`config.mk`:
```
export PLATFORM = sky130hd
export DESIGN_NAME = mips_cpu_muldiv_flat
export DESIGN_NICKNAME = d
export VERILOG_FILES = /design/src/rtl/mips_cpu_pkg.sv /design/src/rtl/mips_cpu_muldiv_if.sv /design/src/rtl/mips_cpu_muldiv.sv /design/src/flat_wrapper.sv
export SDC_FILE = /design/constraint.sdc
export NUM_CORES = 1
export LEC_CHECK = 0
export ABC_AREA = 1
export BUFFER_PORTS_ARGS = -buffer_cell sky130_fd_sc_hd__buf_2
export CAP_MARGIN = 25
export CORE_MARGIN = 1.5
export CORE_UTILIZATION = 40
export DETAILED_ROUTE_END_ITERATION = 10
export PLACE_DENSITY_LB_ADDON = 0.05
export SLEW_MARGIN = 10
export SYNTH_ARGS = -nofsm -noshare
export SYNTH_HDL_FRONTEND = slang
export SYNTH_SLANG_ARGS = --single-unit
```
`constraint.sdc`:
```
create_clock -name clk -period 6.6 [get_ports clk]
set_input_delay 0.99 -clock clk [delete_from_list [all_inputs] [get_ports clk]]
set_output_delay 0.99 -clock clk [all_outputs]
set_load 0.01 [all_outputs]
```
`src/rtl/mips_cpu_pkg.sv`:
```
// Shared types for the MIPS HI/LO multiply/divide unit: operation codes and FSM states.
package mips_cpu_pkg;

    typedef enum logic [1:0] {
        OpMult  = 2'd0,
        OpMultu = 2'd1,
        OpDiv   = 2'd2,
        OpDivu  = 2'd3
    } muldiv_op_t;

    typedef enum logic [1:0] {
        StIdle  = 2'd0,
        StRun   = 2'd1,
        StFixup = 2'd2
    } muldiv_state_t;

    function automatic logic op_is_signed(input muldiv_op_t op);
        return (op == OpMult) || (op == OpDiv);
    endfunction

    function automatic logic op_is_div(input muldiv_op_t op);
        return (op == OpDiv) || (op == OpDivu);
    endfunction

endpackage

```
`src/rtl/mips_cpu_muldiv_if.sv`:
```
// Request/result bundle between the pipeline and the multiply/divide unit.
interface mips_cpu_muldiv_if #(
    parameter int unsigned WIDTH = 32
);
    logic                    start;
    mips_cpu_pkg::muldiv_op_t op;
    logic [WIDTH-1:0]        a;
    logic [WIDTH-1:0]        b;
    logic                    hi_write;
    logic                    lo_write;
    logic [WIDTH-1:0]        write_data;
    logic                    busy;
    logic                    done;
    logic [WIDTH-1:0]        hi;
    logic [WIDTH-1:0]        lo;

    modport master (
        output start, op, a, b, hi_write, lo_write, write_data,
        input  busy, done, hi, lo
    );

    modport slave (
        input  start, op, a, b, hi_write, lo_write, write_data,
        output busy, done, hi, lo
    );
endinterface

```
`src/rtl/mips_cpu_muldiv.sv`:
```
// Iterative HI/LO multiply/divide unit: one shift-add or restoring shift-subtract step per cycle,
// with sign correction applied in a final FIXUP cycle.
module mips_cpu_muldiv
    import mips_cpu_pkg::*;
#(
    parameter int unsigned WIDTH = 32
) (
    input  logic             clk,
    input  logic             reset,
    input  logic             clk_enable,
    mips_cpu_muldiv_if.slave bus
);
    localparam int unsigned CntW = $clog2(WIDTH + 1);

    muldiv_state_t    r_state;
    muldiv_state_t    w_state_next;
    logic [CntW-1:0]  r_count;
    muldiv_op_t       r_op;
    logic             r_neg_res;
    logic             r_neg_rem;
    logic             r_div_zero;
    logic [WIDTH-1:0] r_opnd;
    logic [WIDTH-1:0] r_acc;
    logic [WIDTH-1:0] r_shf;
    logic [WIDTH-1:0] r_hi;
    logic [WIDTH-1:0] r_lo;
    logic             r_done;

    logic             w_is_div;
    logic             w_a_neg;
    logic             w_b_neg;
    logic [WIDTH-1:0] w_a_mag;
    logic [WIDTH-1:0] w_b_mag;
    logic [WIDTH:0]   w_add_a;
    logic [WIDTH:0]   w_add_b;
    logic             w_add_cin;
    logic [WIDTH+1:0] w_add_sum;
    logic             w_div_ge;
    logic [2*WIDTH-1:0] w_prod;
    logic [2*WIDTH-1:0] w_prod_fix;
    logic [WIDTH-1:0] w_res_hi;
    logic [WIDTH-1:0] w_res_lo;

    always_ff @(posedge clk) begin
        if (reset) begin
            r_state <= StIdle;
        end else if (clk_enable) begin
            r_state <= w_state_next;
        end
    end

    always_comb begin
        w_state_next = r_state;
        unique case (r_state)
            StIdle:  if (bus.start) w_state_next = StRun;
            StRun:   if (r_count == CntW'(1)) w_state_next = StFixup;
            StFixup: w_state_next = StIdle;
            default: w_state_next = StIdle;
        endcase
    end

    // Operand magnitudes; most-negative stays as its own magnitude, which is correct unsigned.
    always_comb begin
        w_a_neg = op_is_signed(bus.op) & bus.a[WIDTH-1];
        w_b_neg = op_is_signed(bus.op) & bus.b[WIDTH-1];
        w_a_mag = w_a_neg ? (~bus.a + WIDTH'(1)) : bus.a;
        w_b_mag = w_b_neg ? (~bus.b + WIDTH'(1)) : bus.b;
    end

    // Single shared adder: multiply adds the multiplicand, divide adds ~divisor + 1.
    assign w_is_div = op_is_div(r_op);

    always_comb begin
        w_add_a   = {1'b0, r_acc};
        w_add_b   = '0;
        w_add_cin = 1'b0;
        if (w_is_div) begin
            w_add_a   = {r_acc, r_shf[WIDTH-1]};
            w_add_b   = ~{1'b0, r_opnd};
            w_add_cin = 1'b1;
        end else if (r_shf[0]) begin
            w_add_b = {1'b0, r_opnd};
        end
    end

    assign w_add_sum = {1'b0, w_add_a} + {1'b0, w_add_b} + {{(WIDTH + 1){1'b0}}, w_add_cin};
    assign w_div_ge  = w_add_sum[WIDTH+1];

    always_comb begin
        w_prod     = {r_acc, r_shf};
        w_prod_fix = r_neg_res ? (~w_prod + (2 * WIDTH)'(1)) : w_prod;
        if (w_is_div) begin
            // Divide-by-zero leaves the dividend in the remainder, so only the quotient needs forcing.
            w_res_lo = r_div_zero ? '1 : (r_neg_res ? (~r_shf + WIDTH'(1)) : r_shf);
            w_res_hi = r_neg_rem ? (~r_acc + WIDTH'(1)) : r_acc;
        end else begin
            w_res_hi = w_prod_fix[2*WIDTH-1:WIDTH];
            w_res_lo = w_prod_fix[WIDTH-1:0];
        end
    end

    always_ff @(posedge clk) begin
        if (reset) begin
            r_count    <= '0;
            r_op       <= OpMult;
            r_neg_res  <= 1'b0;
            r_neg_rem  <= 1'b0;
            r_div_zero <= 1'b0;
            r_opnd     <= '0;
            r_acc      <= '0;
            r_shf      <= '0;
            r_hi       <= '0;
            r_lo       <= '0;
            r_done     <= 1'b0;
        end else if (clk_enable) begin
            r_done <= 1'b0;
            unique case (r_state)
                StIdle: begin
                    if (bus.hi_write) r_hi <= bus.write_data;
                    if (bus.lo_write) r_lo <= bus.write_data;
                    if (bus.start) begin
                        r_op       <= bus.op;
                        r_neg_res  <= w_a_neg ^ w_b_neg;
                        r_neg_rem  <= w_a_neg;
                        r_div_zero <= (bus.b == '0);
                        r_count    <= CntW'(WIDTH);
                        r_acc      <= '0;
                        if (op_is_div(bus.op)) begin
                            r_opnd <= w_b_mag;
                            r_shf  <= w_a_mag;
                        end else begin
                            r_opnd <= w_a_mag;
                            r_shf  <= w_b_mag;
                        end
                    end
                end
                StRun: begin
                    r_count <= r_count - CntW'(1);
                    if (w_is_div) begin
                        r_acc <= w_div_ge ? w_add_sum[WIDTH-1:0] : w_add_a[WIDTH-1:0];
                        r_shf <= {r_shf[WIDTH-2:0], w_div_ge};
                    end else begin
                        r_acc <= w_add_sum[WIDTH:1];
                        r_shf <= {w_add_sum[0], r_shf[WIDTH-1:1]};
                    end
                end
                StFixup: begin
                    r_hi   <= w_res_hi;
                    r_lo   <= w_res_lo;
                    r_done <= 1'b1;
                end
                default: ;
            endcase
        end
    end

    assign bus.busy = (r_state != StIdle);
    assign bus.done = r_done;
    assign bus.hi   = r_hi;
    assign bus.lo   = r_lo;

endmodule

```
`src/flat_wrapper.sv`:
```
// flat-port wrapper written by rule: the top's interface ports become plain ports
module mips_cpu_muldiv_flat import mips_cpu_pkg::*;
#(
    parameter int unsigned WIDTH = 32
)
  (clk, reset, clk_enable, bus_start, bus_op, bus_a, bus_b, bus_hi_write, bus_lo_write, bus_write_data, bus_busy, bus_done, bus_hi, bus_lo);
  mips_cpu_muldiv_if #(.WIDTH(WIDTH)) bus_i ();
  input  logic clk;
  input  logic reset;
  input  logic clk_enable;
  input wire logic [$bits(bus_i.start)-1:0] bus_start;
  input wire logic [$bits(bus_i.op)-1:0] bus_op;
  input wire logic [$bits(bus_i.a)-1:0] bus_a;
  input wire logic [$bits(bus_i.b)-1:0] bus_b;
  input wire logic [$bits(bus_i.hi_write)-1:0] bus_hi_write;
  input wire logic [$bits(bus_i.lo_write)-1:0] bus_lo_write;
  input wire logic [$bits(bus_i.write_data)-1:0] bus_write_data;
  output wire logic [$bits(bus_i.busy)-1:0] bus_busy;
  output wire logic [$bits(bus_i.done)-1:0] bus_done;
  output wire logic [$bits(bus_i.hi)-1:0] bus_hi;
  output wire logic [$bits(bus_i.lo)-1:0] bus_lo;
  assign bus_i.start = bus_start;
  assign bus_i.op = bus_op;
  assign bus_i.a = bus_a;
  assign bus_i.b = bus_b;
  assign bus_i.hi_write = bus_hi_write;
  assign bus_i.lo_write = bus_lo_write;
  assign bus_i.write_data = bus_write_data;
  assign bus_busy = bus_i.busy;
  assign bus_done = bus_i.done;
  assign bus_hi = bus_i.hi;
  assign bus_lo = bus_i.lo;
  mips_cpu_muldiv #(.WIDTH(WIDTH)) u_core (.clk(clk), .reset(reset), .clk_enable(clk_enable), .bus(bus_i));
endmodule
```
==> out/metrics.cfg, run 1 <==
[yosys]
ys_seq_elements = 173
syn_nets = 3134
syn_area_per_cell_sq_um = 5.484
synth_cells = 2990
synth_area_sq_um = 16400
synth_top_area_frac = 0.2112
synth-async-reset-ratio = 0
synth_largest_area_cell = dfxtp_1
synthTopCellsByArea = dfxtp_1 (21%), nand2_1 (20%), nand3_1 (8.8%), inv_1 (8.0%), a21oi_1 (7.9%)
synth-edff-count = 0
yosysWarnings = 0
synthDistinctLibCells = 50
yosysMostFrequentCell = nand2_1
synth_common_cells = nand2_1 (882), inv_1 (351), nor2_1 (305)
synth_ff_type = dfxtp_1
yosysSeqAreaShare = 0.2112

[worst_setup_path]
cpMostUsedCell = nand2_1
slowest_delay_ps = 640
path_buf_inv = 4
path_class = flip-flop to flip-flop
cp_slowest_cell = nand2_1
crit_chain = clkinv_2 -> nand2_1 -> buf_16 -> a21oi_1 -> ha_1 -> nand2_1 -> inv_1 -> nand2_1 -> nand2_1 -> inv_1 -> nand2_1 -> a21oi_2 -> nand2_4 -> nor2_4 -> nand2_1 -> nand3b_1 -> a21oi_1
crit_required_ps = 6910
cp_max_fo = 35
critical_path_arrival_ps = 4700
setup.worst_path.start_class = flip-flop
crit_path_end_kind = flip-flop
crit_family = simple AND/OR/NAND/NOR gates

[die]
fp.dieW_um = 205.5
start_util = 0.4089
dieArea_sq_um = 42220
coreArea_sq_um = 40100
fp.dieH_um = 205.5
pin_count = 170
fp-row-count = 73

[clock_tree]
cts_made_buffers = 17
insertion_delay_ps = 460
holdBufCountCts = 0
cts_tree = yes
clk_path_buf_depth = 2
postCtsSetupBuffers = 0
cts-root-buf = clkbuf_16
clkTransAtPathRegs_ps = 70
htree_levels = 4
post_cts_resized = 0
cts.sinks = 173

[global_routing]
antenna_found_initial = 1
grt-ovfl-total = 0
grt_pass1_wl_um = 109700
grtUsageTotal = 0.3468
grt_pass1_vias = 18270
grt_max_degree = 105

[cells_and_area]
diodes = 0
regArea_sq_um = 3468
multi_input_area_sq_um = 10990
finalNonFillerCells = 3609
fin_nets = 3215
syn_to_final_growth_pct = 11.09
fillers = 4557
utilization = 0.4543
drive_above_1_share = 0.09565

[sta]
skew_ps = 9.865
post-route-period-util = 0.6660
setup_violations = 0
fin_ws_ps = 2205
finalHoldViolations = 0
fmax_mhz = 227.5
tightestPinTransition_ps = 1009
rsz0062_at_grt = no
slew_violations = 0
post-route-min-period_ps = 4395
setup_tns_ps = 0
relSlewSlack = 0.3203

[detailed_routing]
drc = 0
num_vias = 20070
drt_first_pass_iters = 6
routed_wl_um = 74120
ant_nets = 0
vias_per_cell = 5.560
drt_iter0_drc = 2104
routedWlPerCell_um = 20.54

[place]
io_buffers = 169
place.gp.congestion = 1.030
post-place-ws_ps = 2261
dp_hpwl_um = 59060
dp_cells = 3575

[hold_path]
hp-class = flip-flop to flip-flop

[pwr]
powerDensity_nw_per_um2 = 184.8
p_leak_uw = 0.008964
finalPower_uw = 3366
peakVddDrop_mv = 0.1976

[run_status]
status = finished, final reports clean

[run]
cap_viol_max_count = 0

-- through the flow --
step | cell area (sq um) | hold slack (ps)
detailed placement | 17610 | 485.6
finish | 18220 | 497.8
CTS | 18170 | 495.1
floorplan | 16400 | 453.4
global route | 18220 | 524.6
global placement | 17530 | 475.0
-- routing by layer --
metal / share of wire / GRT usage / vias to the layer above
li1: - / - / 9865
met1: 0.44 / 0.4616 / 9300
met2: 0.46 / 0.5724 / 792
met3: 0.065 / 0.04910 / 109
met4: 0.034 / 0.1155 / 0
met5: 0 / 0 / -
-- area by class of cell --
cell class / instances / share of cell area
Clock buffer: 17 / 0.02335
Clock inverter: 15 / 0.007556
Inverter: 374 / 0.07714
Multi-Input combinational cell: 2309 / 0.6031
Sequential cell: 173 / 0.1904
Tap cell: 525 / 0.03606
Timing Repair Buffer: 196 / 0.06237
-- cell usage in the layout, fill, tap and decap left out, types with 11 or more instances in the layout --
| master | instances |
|---|---|
| nand3b_1 | 18 |
| dfxtp_1 | 171 |
| inv_1 | 350 |
| nor3_1 | 23 |
| nand2_1 | 882 |
| o21ai_1 | 17 |
| nor2_1 | 304 |
| or2_2 | 13 |
| nand4_1 | 46 |
| buf_4 | 22 |
| o211ai_1 | 19 |
| xnor2_1 | 13 |
| a21oi_1 | 260 |
| nor2_2 | 11 |
| a31oi_1 | 29 |
| ha_1 | 38 |
| clkbuf_16 | 17 |
| inv_2 | 18 |
| nand3_1 | 289 |
| buf_2 | 169 |
| xor2_1 | 43 |
| o21ai_0 | 246 |
-- registers in the layout (all words and copies together) (netlist names) --
signal             flops
u_core.r_neg_rem       1
u_core.r_op            1
u_core.bus.lo         32
u_core.r_shf          32
u_core.r_state         2
u_core.r_opnd         32
u_core.r_acc          32
u_core.r_count         6
u_core.r_div_zero      1
u_core.bus.done        1
u_core.r_neg_res       1
u_core.bus.hi         32
-- logic make-up after synthesis --
logic type	Yosys count	synth area share
AO/OA/AOI/OAI	595	0.1905
XOR/XNOR	56	0.02991
adder cells (fa/ha/maj)	40	0.03144
buffers and inverters	508	0.1200
flip-flops	173	0.2112
AND/OR/NAND/NOR	1618	0.4170
-- report_power, final --
part	switching, uW	internal (uW)
registers	83.8	1120
logic	793	348
clock network	495	527
total	1370	1990
-- tightest hold or removal path, delay by kind of cell, from the launching register on --
kind             cells  cell delay [ps]
AO/OA/AOI/OAI        1               60
AND/OR/NAND/NOR      1               70
flip-flops           1              330
-- path summary, 6_finish.rpt --
path / to / startpoint / slack (ps) / cells past startpoint
setup / recovery: u_core.r_acc[12]$_SDFFE_PP0P_ / u_core.r_op[1]$_SDFFE_PP0P_ / 2200 / 17
hold / removal: u_core.r_count[3]$_SDFFE_PP0P_ / u_core.r_count[3]$_SDFFE_PP0P_ / 500 / 2
setup reg to reg: u_core.r_acc[12]$_SDFFE_PP0P_ / u_core.r_op[1]$_SDFFE_PP0P_ / 2200 / 17
hold reg to reg: u_core.r_count[3]$_SDFFE_PP0P_ / u_core.r_count[3]$_SDFFE_PP0P_ / 500 / 2
No activity file was read; power rests on OpenSTA's default activity.
==> run 2: changes to the inputs <==
==> constraint.sdc (replaced) <==
create_clock -name clk -period 4.4 [get_ports clk]
set_input_delay 0.66 -clock clk [delete_from_list [all_inputs] [get_ports clk]]
set_output_delay 0.66 -clock clk [all_outputs]
set_load 0.01 [all_outputs]
==> out/metrics.cfg, run 2 (synthesis results as in run 1) <==
[run_status]
status = finished, final reports clean

[pwr]
sequentialPowerShare = 0.354
p_int_uw = 3067
switchingPower_uw = 2043
switching_share = 0.3998
powerDensity_nw_per_um2 = 279.6
clkPwrFrac = 0.313
finalPower_uw = 5110
power_frac_comb = 0.333
peakVddDrop_mv = 0.2970
p_leak_uw = 0.008997

[sta]
post-route-period-util = 0.8785
skew_ps = 13.85
setup_tns_ps = 0
post-route-min-period_ps = 3865
finalHoldViolations = 0
whs_ps = 404.7
relSlewSlack = 0.3502
fin_ws_ps = 534.7
fmax_mhz = 258.7
rsz0062_at_grt = no
tightestPinTransition_ps = 972.4
setup_violations = 0
slew_violations = 0

[worst_setup_path]
timing.rr.start = u_core.r_op[1]$_SDFFE_PP0P_
r2r_cells = 19
critical_path_arrival_ps = 4190
r2r_setup_slack_ps = 530
crit_chain = clkinv_2 -> nand2_1 -> buf_4 -> a21oi_1 -> ha_1 -> nand2_1 -> inv_1 -> nand2_1 -> nand2_1 -> inv_2 -> nand3_2 -> nand2_1 -> nand2_2 -> nand2_4 -> nand2_4 -> nor2_4 -> nand2_1 -> nand3b_1 -> a21oi_1
cp-endpoint = u_core.r_acc[13]$_SDFFE_PP0P_
slowest_delay_ps = 450
timing.rr.end = u_core.r_acc[13]$_SDFFE_PP0P_
setup.worst_path.start_class = flip-flop
path_class = flip-flop to flip-flop
crit_required_ps = 4730
cp_slowest_cell = nor2_4
crit_path_end_kind = flip-flop
cp_max_fo = 23
critPathLaunch = u_core.r_op[1]$_SDFFE_PP0P_
cpMostUsedCell = nand2_1

[die]
pin_count = 170
coreArea_sq_um = 40100
dieArea_sq_um = 42220
start_util = 0.4089
fp.dieW_um = 205.5
fp-row-count = 73
fp.dieH_um = 205.5

[clock_tree]
cts.sinks = 173
post_cts_resized = 0
cts-root-buf = clkbuf_16
htree_levels = 4
cts_tree = yes
postCtsSetupBuffers = 0
insertion_delay_ps = 470
cts_made_buffers = 17
holdBufCountCts = 0
clkTransAtPathRegs_ps = 80
clk_path_buf_depth = 2

[run]
cap_viol_max_count = 0

[cells_and_area]
fin_nets = 3224
finalNonFillerCells = 3617
final_cell_mix = nand2_1 (882), inv_1 (350), nor2_1 (304)
multi_input_area_sq_um = 10990
syn_to_final_growth_pct = 11.46
regArea_sq_um = 3468
diodes = 0
fillers = 4554
drive_above_1_share = 0.09799
layout.cells.most_common = nand2_1

[detailed_routing]
routedWlPerCell_um = 20.81
drc = 0
num_vias = 20350
routed_wl_um = 75280
drt_iter0_drc = 2148
ant_nets = 0
vias_per_cell = 5.625
drt_first_pass_iters = 6

[global_routing]
grt_max_degree = 107
grt_pass1_wl_um = 112600
grt-ovfl-total = 0
grtUsageTotal = 0.3543
antenna_found_initial = 0
grt_pass1_vias = 18920

[hold_path]
hp-class = input pin to flip-flop
hold_depth = 2

[place]
post-place-ws_ps = 652.7
io_buffers = 169
dp_cells = 3586
place.gp.congestion = 1.047
dp_hpwl_um = 60030

run 2: changes by cell type in the layout (fill, tap and decap cells not counted), sizes merged:
cell,previous run,this run
clkinvlp,2,3
clkbuf,17,19
bufinv,1,2
inv,375,370
buf,196,205
run 2: routing by layer:
layer  vias up  track usage  share of wire
li1       9867            -              -
met1      9451       0.4704           0.43
met2       874       0.5732           0.45
met3       153      0.04862          0.073
met4         0       0.1481          0.043
met5         -            0              0
run 2: worst max-delay path, delay by kind of cell, from the launching register on:
| kind | cells | cell delay [ps] |
|---|---|---|
| flip-flops | 1 | 360 |
| AO/OA/AOI/OAI | 2 | 210 |
| adder cells (fa/ha/maj) | 1 | 370 |
| AND/OR/NAND/NOR | 12 | 2130 |
| buffers and inverters | 4 | 620 |
run 2: worst min-delay path by stage:
stage | slack (ps) | endpoint | from
global placement | 470 | u_core.r_div_zero$_SDFFE_PP0P_ | u_core.r_div_zero$_SDFFE_PP0P_
CTS | 390 | u_core.bus.done$_SDFFE_PP0P_ | clk_enable
finish | 400 | u_core.bus.done$_SDFFE_PP0P_ | clk_enable
global route | 400 | u_core.bus.done$_SDFFE_PP0P_ | clk_enable
floorplan | 450 | u_core.r_div_zero$_SDFFE_PP0P_ | u_core.r_div_zero$_SDFFE_PP0P_
detailed placement | 490 | u_core.r_count[3]$_SDFFE_PP0P_ | u_core.r_count[3]$_SDFFE_PP0P_
run 2: final cells by class:
cell class,count,area share
inverter,374,0.07688
clock buffer,19,0.02478
timing repair buffer,205,0.06394
tap,525,0.03594
multi-input combinational,2309,0.6011
sequential,173,0.1898
clock inverter,12,0.007599
run 2: through the flow:
step	util	area [sq um]
finish	0.4558	18280
global route	0.4558	18280
CTS	0.4558	18280
detailed placement	0.4410	17680
global placement	0.4397	17630
floorplan	-	16400
run 2: power by group through the flow:
| stage | registers, uW | clock network, uW | logic (uW) |
|---|---|---|---|
| 6_report | 1810 | 1600 | 1700 |
| 5_1_grt | 1820 | 1680 | 1880 |
| 3_5_place_dp | 1840 | 0 | 1660 |
| 4_1_cts | 1800 | 1610 | 1670 |
| 2_1_floorplan | 1800 | 0 | 1080 |
| 3_3_place_gp | 1840 | 0 | 1650 |
